`config.mk`:
```
export PLATFORM = sky130hd
export DESIGN_NAME = acumulador_multi
export DESIGN_NICKNAME = d
export VERILOG_FILES = /design/src/rtl/acumulador_multi.sv
export SDC_FILE = /design/constraint.sdc
export NUM_CORES = 1
export LEC_CHECK = 0
export BUFFER_PORTS_ARGS = -buffer_cell sky130_fd_sc_hd__buf_4
export CORE_AREA = 4 4 203 146
export DETAILED_ROUTE_END_ITERATION = 10
export DIE_AREA = 0 0 207 150
export PLACE_DENSITY = 0.58
export SYNTH_ARGS = -nofsm -noshare
export SYNTH_HDL_FRONTEND = slang
export SYNTH_SLANG_ARGS = --single-unit
export TNS_END_PERCENT = 20
```
`constraint.sdc`:
```
create_clock -name clk -period 3.2 [get_ports clk]
set_clock_uncertainty 0.15 [all_clocks]
set_input_delay 0.48 -clock clk [delete_from_list [all_inputs] [get_ports clk]]
set_output_delay 0.48 -clock clk [all_outputs]
set_load 0.005 [all_outputs]
```
`src/rtl/acumulador_multi.sv`:
```
// rtl/acumulador_multi.sv - multi-channel staged accumulator, falling-edge clocked
// Per-channel staging register feeds a wrap/clamp accumulator with sticky overflow flags.
module acumulador_multi #(
  parameter int WIDTH    = 16,
  parameter int CHANNELS = 4,
  parameter int SATURATE = 0,
  localparam int CW      = (CHANNELS > 1) ? $clog2(CHANNELS) : 1
) (
  input  logic                clk,
  input  logic                clear,
  input  logic [WIDTH-1:0]    in,
  input  logic [CW-1:0]       ch,
  input  logic                load,
  input  logic                transf,
  input  logic                sub,
  input  logic                clr_ch,
  input  logic [CW-1:0]       rd_ch,
  output logic [WIDTH-1:0]    out,
  output logic [CHANNELS-1:0] ovf,
  output logic                done
);

  logic [WIDTH-1:0]    r_in_q [CHANNELS];
  logic [WIDTH-1:0]    r_in_d [CHANNELS];
  logic [WIDTH-1:0]    acc_q  [CHANNELS];
  logic [WIDTH-1:0]    acc_d  [CHANNELS];
  logic [CHANNELS-1:0] ovf_q, ovf_d;
  logic                done_q, done_d;
  logic [WIDTH:0]      sum;

  always_ff @(negedge clk or negedge clear) begin
    if (!clear) begin
      for (int i = 0; i < CHANNELS; i++) begin
        r_in_q[i] <= '0;
        acc_q[i]  <= '0;
      end
      ovf_q  <= '0;
      done_q <= 1'b0;
    end else begin
      for (int i = 0; i < CHANNELS; i++) begin
        r_in_q[i] <= r_in_d[i];
        acc_q[i]  <= acc_d[i];
      end
      ovf_q  <= ovf_d;
      done_q <= done_d;
    end
  end

  // Only a channel whose index matches ch is touched, so out-of-range ch is a no-op.
  always_comb begin
    r_in_d = r_in_q;
    acc_d  = acc_q;
    ovf_d  = ovf_q;
    done_d = 1'b0;
    sum    = '0;
    for (int i = 0; i < CHANNELS; i++) begin
      if (ch == CW'(i)) begin
        // The extra MSB of sum is the carry on add and the borrow on subtract.
        sum = sub ? ({1'b0, acc_q[i]} - {1'b0, r_in_q[i]})
                  : ({1'b0, acc_q[i]} + {1'b0, r_in_q[i]});
        if (load) begin
          r_in_d[i] = in;
        end
        if (clr_ch) begin
          acc_d[i] = '0;
          ovf_d[i] = 1'b0;
        end else if (transf) begin
          done_d = 1'b1;
          if (sum[WIDTH]) begin
            ovf_d[i] = 1'b1;
            if (SATURATE != 0) begin
              acc_d[i] = sub ? '0 : '1;
            end else begin
              acc_d[i] = sum[WIDTH-1:0];
            end
          end else begin
            acc_d[i] = sum[WIDTH-1:0];
          end
        end
      end
    end
  end

  always_comb begin
    out = '0;
    for (int i = 0; i < CHANNELS; i++) begin
      if (rd_ch == CW'(i)) begin
        out = acc_q[i];
      end
    end
  end

  assign ovf  = ovf_q;
  assign done = done_q;

endmodule

```
==> out/metrics.cfg, run 1 <==
[logic_synthesis]
ys_ff_latch=133
syn_inst=1009
seq_area_frac_synth_pct=34.9
yosys_warnings=0
syn_area_per_cell_um2=9.45
async_flop_share_pct=100
synth.top_cell.area_share_pct=34.9
ys.flop_type=dfrtn_1
netlist_area_um2=9530
synth_top_cell_by_area=dfrtn_1
synth_cell_types=67
synth_edf_count=0
yosys-top-cells-area=dfrtn_1, ha_1, mux2_2, xnor2_1, o21ai_0
synthesis.nets=1107

[place]
place_worst_setup_slack_ns=-1.64
placed_cell_area_um2=12500
gp_congestion=0.864
dpl.hpwl_mm=24.4
port_buffers=46

[pwr]
power_mw=12.0
ir_drop_mv=0.380
p_leak_nw=6.55
pwr_density_cell_nw_per_um2=826

[setup_path]
endpoint_kind=flip-flop
critPathLaunchType=input port
r2r_start=r_in_q[20]
cp_max_fo=4
crit_family=compound AO/OA/AOI/OAI gates
required_ns=1.71
cpPeakStageDelay_ns=0.32
critical_path_class=in -> reg
worst-path-buf-inv=3
critPathMostFrequentCell=buf_12
worst_path_max_delay_cell=mux2_4
ff2ff_setup_slack_ns=-0.24
arrival_ns=2.77
ff2ff_path_depth=13
crit_chain=buf_12 > buf_12 > mux2_4 > inv_2 > ha_4 > nor2b_4 > o31a_1 > o31ai_4 > a21oi_2 > o21a_1 > or3_1 > a32o_1
reg2reg_to=acc_q[31]

[layout]
drive_gt1_share_pct=45.4
n_fill_cell=2453
design_area_um2=14500
num-nets-final=1452
syn2layout_area_growth_pct=52.0

[drt]
wl_met1_mm=16.4
wire_per_inst_um=18.6
vias_per_cell=5.17
wirelength_mm=32.4
met3WireLength_mm=1.36
drtIter0Drc=562
routed.top_layer=met4
first_pass_iters=5
routed-via-count=8996
ant_nets=0
drcViolationCount=0
dr_wl_met2_mm=14.2

[timing]
hold_slack_ns=0.362
setup_viol=80
rsz0062_at_grt=yes
drv_slew=0
slew_headroom_pct=65.1
tns_ns=-52.52
tightest_slew_ns=0.520
final_hold_viol_count=0
fin_ws_ns=-1.06

[hold_path]
min_to=r_in_q[15]
min_from=r_in_q[15]
hp-class=reg -> reg
whs_path_depth=1

[cts]
clkTransAtPathRegs_ns=0.04
cts_inserted_buffers=17
cts_tree=built
clkLatencyLatePin_ns=0.41
cts_hold_buf=0
root_buffer=clkbuf_16
cts_sinks=133
clock_path_buffers=2
htree_levels=4

[die]
die_w_um=207
initial_core_util_pct=34.6
pin_count=47
core-area_um2=27600
die_y_um=150
die-area_um2=31100
rows=51

[global_routing]
grt_pass1_wl_mm=49.5
antenna_found_initial=1
grt_pass1_vias=8912
grtUsageTotal_pct=20.4
grt_overflow=0
grt_max_degree=29

[run_status]
violations=setup timing
status=finished with violations

[run]
drv_cap=0

metrics by stage:
| step | utilization, % | cells |
|---|---|---|
| 2_1_floorplan | - | 1009 |
| 3_3_place_gp | 45.5 | 1675 |
| 3_5_place_dp | 45.5 | 1675 |
| 4_1_cts | 50.3 | 1726 |
| 5_1_grt | 52.5 | 1738 |
| 6_report | 52.6 | 1741 |
registers in the layout, summed over array words and instances, names as in the netlist:
register / cells
r_in_q: 64
done: 1
ovf: 4
acc_q: 64
cell usage in the layout (no fill, tap or decap), types with 13 or more instances in the layout:
cell	n
mux4_2	16
buf_4	308
mux2_2	59
nor3_1	17
clkbuf_16	17
dfrtn_1	133
xor2_1	23
o21ai_1	33
buf_6	37
a21oi_1	31
nand2_1	95
o21a_1	15
ha_1	49
inv_1	38
ha_4	13
o21ai_0	38
nor2_1	61
a21oi_2	17
xnor2_1	55
nand2b_1	20
layout make-up:
cell class / instances / area [µm²] / share of cell area [%]
multi-input cells: 798 / 6900 / 47.6
flip-flops and latches: 133 / 3330 / 23.0
repair buffers: 359 / 2990 / 20.7
clock buffers: 21 / 470 / 3.25
well taps: 371 / 464 / 3.20
inverters: 45 / 174 / 1.20
clock inverters: 11 / 148 / 1.02
diodes: 3 / 7.51 / 0.0518
synth_stat cells (12+ instances only):
cell type / number
a21o_1: 12
a21oi_1: 55
a31oi_1: 13
clkbuf_1: 29
dfrtn_1: 133
ha_1: 68
inv_1: 44
mux2_2: 63
mux4_2: 16
nand2_1: 96
nand2b_1: 22
nor2_1: 73
nor3_1: 19
nor4_1: 12
o21a_1: 17
o21ai_0: 83
xnor2_1: 67
xor2_1: 23
logic make-up after synthesis:
logic type	Yosys count	share of synthesized area [%]
flip-flops	133	34.9
buffers and inverters	78	3.10
AO/OA/AOI/OAI	267	18.0
multiplexers	80	11.3
AND/OR/NAND/NOR	289	14.6
XOR/XNOR	90	8.27
adder cells (fa/ha/maj)	72	9.77
how the worst max path moves through the flow:
stage	endpoint	depth (start not counted)	slack, ns	startpoint
floorplan	acc_q[45]	12	-1.47	sub
global placement	ovf[1]	11	-1.63	sub
detailed placement	ovf[1]	11	-1.64	sub
CTS	acc_q[31]	12	-1.08	sub
global route	acc_q[29]	13	-1.14	sub
finish	acc_q[45]	12	-1.06	sub
layer usage:
| layer | track usage [%] | vias up |
|---|---|---|
| met5 | 0 | - |
| met4 | 5.09 | 0 |
| met3 | 3.10 | 33 |
| met2 | 31.4 | 186 |
| met1 | 30.3 | 4405 |
| li1 | - | 4372 |
report_power, final:
group          internal [mW]  total (mW)  switching [mW]
clock network           1.29        2.11           0.823
logic                   3.91        7.23            3.32
registers               2.16        2.62           0.464
what timing repair did:
action                                  CTS  global route
gates resized for setup                 164           100
buffers inserted                         19            13
endpoints found under the hold margin     0             0
pin swaps                                87            86
endpoints found under the setup margin   81           101
Power figures use the tool's default switching activity.
==> run 2, diff against run 1 <==
==> constraint.sdc (replaced) <==
create_clock -name clk -period 3.41 [get_ports clk]
set_clock_uncertainty 0.15 [all_clocks]
set_input_delay 0.5115 -clock clk [delete_from_list [all_inputs] [get_ports clk]]
set_output_delay 0.5115 -clock clk [all_outputs]
set_load 0.05 [all_outputs]
==> run 2 against run 1 <==
The run still ends with setup timing left. Cell count is 2.7% lower. Sequential share of layout area grew 1.3 points. Die area unchanged. Critical path type unchanged.
==> out/metrics.cfg, run 2 (synthesis gave the netlist of run 1 again) <==
[cts]
cts_sinks=133
cts_tree=built
cts_inserted_buffers=17
root_buffer=clkbuf_16
clock_path_buffers=2
cts_hold_buf=0
clkTransAtPathRegs_ns=0.05
clkLatencyLatePin_ns=0.41
htree_levels=4

[layout]
layout_common_cells=buf_4, dfrtn_1, nand2_1
n_fill_cell=2577
n_antenna_cell=0
num-nets-final=1408
mostFrequentLayoutCell=buf_4
drive_gt1_share_pct=40.1
syn2layout_area_growth_pct=43.7
regArea_um2=3330
multi_input_area_um2=6480

[setup_path]
required_ns=1.81
critical_path_class=in -> reg
arrival_ns=2.88
endpoint_kind=flip-flop
critPathLaunchType=input port
cp_max_fo=5

[place]
port_buffers=46
gp_congestion=0.927
dpl.hpwl_mm=23.7

[timing]
rsz0062_at_grt=yes
tns_ns=-49.29
fin_ws_ns=-1.07
drv_slew=0
tightest_slew_ns=0.681
setup_viol=79
final_hold_viol_count=0
slew_headroom_pct=54.2

[global_routing]
grt_pass1_wl_mm=48.3
antenna_found_initial=2
grt_pass1_vias=8798
use_met2_pct=30.8
busiest_layer=met2
met3_usage_pct=3.46
grt_max_degree=34
grtUsageTotal_pct=19.8
use_met1_pct=29.2
grt_overflow=0

[drt]
ant_nets=0
wire_per_inst_um=17.9
vias_per_cell=5.15
first_pass_iters=4
wirelength_mm=30.3
drcViolationCount=0
routed-via-count=8722
drtIter0Drc=508

[pwr]
p_leak_nw=6.24
power_mw=11.0
ir_drop_mv=0.385
pwr_density_cell_nw_per_um2=800

[run_status]
status=finished with violations
violations=setup timing

[die]
die-area_um2=31100
rows=51
core-area_um2=27600
die_y_um=150
initial_core_util_pct=34.6
die_w_um=207
pin_count=47

[run]
drv_cap=0

[hold_path]
hp-class=reg -> reg

[run 2: changes by cell type in the layout (fill, tap and decap cells not counted), sizes merged, moves of 2 or more]
cell and change:
buf -44, clkinvlp -2, diode -3, clkbuf +3
bufinv +2, inv -2
[run 2: where the power goes]
group	leakage (nW)	total (mW)	internal, mW	switching, mW
sequential	1.68	2.48	2.02	0.451
clock	0.311	2.11	1.36	0.759
combinational	4.25	6.37	3.29	3.08
total	6.24	11.0	6.67	4.29
[run 2: worst paths after layout]
kind | from | to | slack [ns] | cells after the start
max | sub | acc_q[45] | -1.07 | 12
min | acc_q[48] | acc_q[48] | 0.34 | 2
max reg2reg | r_in_q[17] | ovf[2] | -0.03 | 15
min reg2reg | acc_q[48] | acc_q[48] | 0.34 | 2
max in group asynchronous | clear | r_in_q[9] | 1.16 | 2
min in group asynchronous | clear | acc_q[33] | 1.42 | 1
[run 2: through the flow]
step,hold slack (ns),instances,cell area [µm²],setup slack [ns],util (%)
2_1_floorplan,0.273,1009,9660,-1.40,-
3_3_place_gp,0.305,1644,12300,-1.58,44.6
3_5_place_dp,0.326,1644,12300,-1.60,44.6
4_1_cts,0.342,1688,13500,-1.06,48.9
5_1_grt,0.362,1694,13700,-1.15,49.7
6_report,0.338,1694,13700,-1.07,49.7
[run 2: area by class of cell]
cell class / instances / share of cell area, %
Multi-Input combinational cell: 798 / 47.4
Sequential cell: 133 / 24.3
Timing Repair Buffer: 315 / 18.9
Clock buffer: 24 / 3.52
Tap cell: 371 / 3.39
Inverter: 45 / 1.29
Clock inverter: 8 / 1.24
[run 2: layer usage]
| layer | vias to the layer above | wire length (µm) | part of all wire [%] |
|---|---|---|---|
| met5 | - | 0 | 0 |
| met4 | 0 | 308 | 1.0 |
| met3 | 21 | 998 | 3.3 |
| met2 | 122 | 13200 | 44 |
| met1 | 4302 | 15700 | 52 |
| li1 | 4277 | - | - |
[run 2: critical path, stage by stage]
cell,delay (ns)
buf_12,0.12
buf_12,0.14
mux2_4,0.33
inv_4,0.06
ha_4,0.18
nor2b_4,0.12
o31a_1,0.28
o31ai_4,0.30
a21oi_2,0.10
o21a_1,0.18
or3_1,0.31
a32o_1,0.24
[run 2: timing repair]
| item | 4_1_cts | 5_1_grt |
|---|---|---|
| resized for setup | 134 | 42 |
| setup endpoints to repair | 81 | 81 |
| setup buffers | 12 | 8 |
| pin swaps | 56 | 42 |
==> run 3, diff against run 2 <==
==> constraint.sdc (replaced) <==
create_clock -name clk -period 3.41 [get_ports clk]
set_clock_uncertainty 0.15 [all_clocks]
set_input_delay 0.1705 -clock clk [delete_from_list [all_inputs] [get_ports clk]]
set_output_delay 0.1705 -clock clk [all_outputs]
set_load 0.05 [all_outputs]
==> run 3 against run 2 <==
The flow still finishes with violations (setup timing). Cell count down 2.1%. Non-clock buffer count decreased by 35. Die area did not move. Critical path type unchanged.
==> out/metrics.cfg, run 3 (synthesis gave the netlist of run 1 again) <==
[pwr]
pwr_density_cell_nw_per_um2=801
p_leak_nw=6.01
clkPwrFrac_pct=17.5
switchingPower_mw=4.38
ir_drop_mv=0.458
p_seq_share_pct=24.3
p_int_mw=6.35
comb_power_share_pct=58.2
switching_share_pct=40.8

[die]
initial_core_util_pct=34.6
pin_count=47
die_w_um=207
die_y_um=150
rows=51
die-area_um2=31100
core-area_um2=27600

[drt]
first_pass_iters=5
wirelength_mm=32.0
routed-via-count=8809
ant_nets=0
drcViolationCount=0
drtIter0Drc=608
wire_per_inst_um=19.3
vias_per_cell=5.31

[global_routing]
grt_pass1_wl_mm=49.4
grt_max_degree=47
grt_overflow=0
grt_pass1_vias=8666
grtUsageTotal_pct=20.5
antenna_found_initial=1

[setup_path]
arrival_ns=2.46
critical_path_class=in -> reg
critPathLaunchType=input port
critPathMostFrequentCell=buf_12
required_ns=1.81
worst-path-buf-inv=3
crit_chain=buf_12 > buf_12 > mux2_4 > inv_2 > ha_4 > nor2b_4 > o31a_1 > o31ai_4 > a21oi_2 > o21a_1 > or3_1 > a32o_1
endpoint_kind=flip-flop
cpPeakStageDelay_ns=0.32
r2r_start=r_in_q[33]
critPathLaunch=sub
crit_family=compound AO/OA/AOI/OAI gates
cp_max_fo=4
worst_path_max_delay_cell=mux2_4

[cts]
cts_sinks=133
htree_levels=4
root_buffer=clkbuf_16
clkTransAtPathRegs_ns=0.05
cts_tree=built
cts_inserted_buffers=17
clkLatencyLatePin_ns=0.42
clock_path_buffers=2

[run_status]
violations=setup timing
status=finished with violations

[hold_path]
hp-class=reg -> reg
min_from=acc_q[48]

[layout]
n_fill_cell=2604
layout_common_cells=buf_4, dfrtn_1, nand2_1
num-nets-final=1373
drive_gt1_share_pct=38.9
mostFrequentLayoutCell=buf_4
design_area_um2=13400
n_antenna_cell=0
syn2layout_area_growth_pct=40.4

[timing]
fin_ws_ns=-0.649
slew_headroom_pct=42.7
drv_slew=0
final_hold_viol_count=0
tightest_slew_ns=0.853
rsz0062_at_grt=yes
setup_viol=70

[place]
place_worst_setup_slack_ns=-1.21
port_buffers=46
placed_cell_area_um2=11900
dpl.hpwl_mm=24.3
gp_congestion=0.924

[run]
drv_cap=0

run 3: changes by cell type in the layout (fill, tap and decap cells not counted), sizes merged:
cell,previous run,this run
inv,44,45
clkinvlp,2,4
buf,315,280
bufinv,5,2
clkinv,2,7
clkbuf,24,19
run 3: worst paths after layout:
| kind | end | slack [ns] | cells after the start |
|---|---|---|---|
| worst max-delay path | acc_q[45] | -0.65 | 12 |
| worst min-delay path | acc_q[48] | 0.31 | 2 |
| worst max register to register | ovf[1] | -0.25 | 14 |
| worst min register to register | acc_q[48] | 0.31 | 2 |
| max in group asynchronous | r_in_q[42] | 1.41 | 2 |
| min in group asynchronous | acc_q[34] | 1.06 | 1 |
run 3: routing by layer:
layer  wire length, µm  GRT usage [%]
met1             15900           30.4
met2             13700           30.6
met3              2050           4.65
met4               376           4.76
met5                 0              0
run 3: area by class of cell:
type | count | area, µm² | area share (%)
Inverter | 45 | 174 | 1.30
Timing Repair Buffer | 280 | 2310 | 17.2
Multi-Input combinational cell | 798 | 6540 | 48.8
Clock buffer | 19 | 443 | 3.31
Clock inverter | 13 | 133 | 0.991
Tap cell | 371 | 464 | 3.47
Sequential cell | 133 | 3330 | 24.9
run 3: through the flow:
| stage | std cells | TNS [ns] | power (mW) | hold slack, ns | utilization (%) |
|---|---|---|---|---|---|
| global placement | 1597 | -50.60 | 7.76 | 0.300 | 43.2 |
| finish | 1659 | -24.52 | 10.7 | 0.310 | 48.6 |
| CTS | 1650 | -23.23 | 10.4 | 0.322 | 47.5 |
| global route | 1659 | -29.94 | 11.4 | 0.349 | 48.6 |
| detailed placement | 1597 | -51.95 | 7.83 | 0.322 | 43.2 |
| floorplan | 1009 | -37.83 | 5.61 | 0.273 | - |
run 3: power by group through the flow:
stage | clock network (mW) | logic [mW] | registers [mW]
final | 1.88 | 6.24 | 2.61
after global routing | 1.97 | 6.80 | 2.65
after CTS | 1.91 | 5.89 | 2.57
after detailed placement | 0 | 5.23 | 2.59
after global placement | 0 | 5.18 | 2.58
after floorplan | 0 | 3.22 | 2.39
run 3: what timing repair did:
| item | CTS | global route |
|---|---|---|
| buffers inserted | 22 | 9 |
| endpoints found under the setup margin | 69 | 71 |
| hold buffers | 0 | 0 |
| pin swaps | 59 | 41 |
| gates resized for setup | 130 | 51 |
run 3: worst register-to-register path, cell delays in order, from the launching register on:
cell and delay [ns]:
dfrtn_1 0.36, buf_4 0.15, nor3_1 0.69, nand2_1 0.12, nor2_1 0.20, nand2_1 0.11, nand2_1 0.18, o21ai_0 0.13
xnor2_1 0.15, ha_1 0.34, nand4_1 0.14, o21ai_0 0.18, o21ai_1 0.11, or4b_1 0.48, a32oi_1 0.18
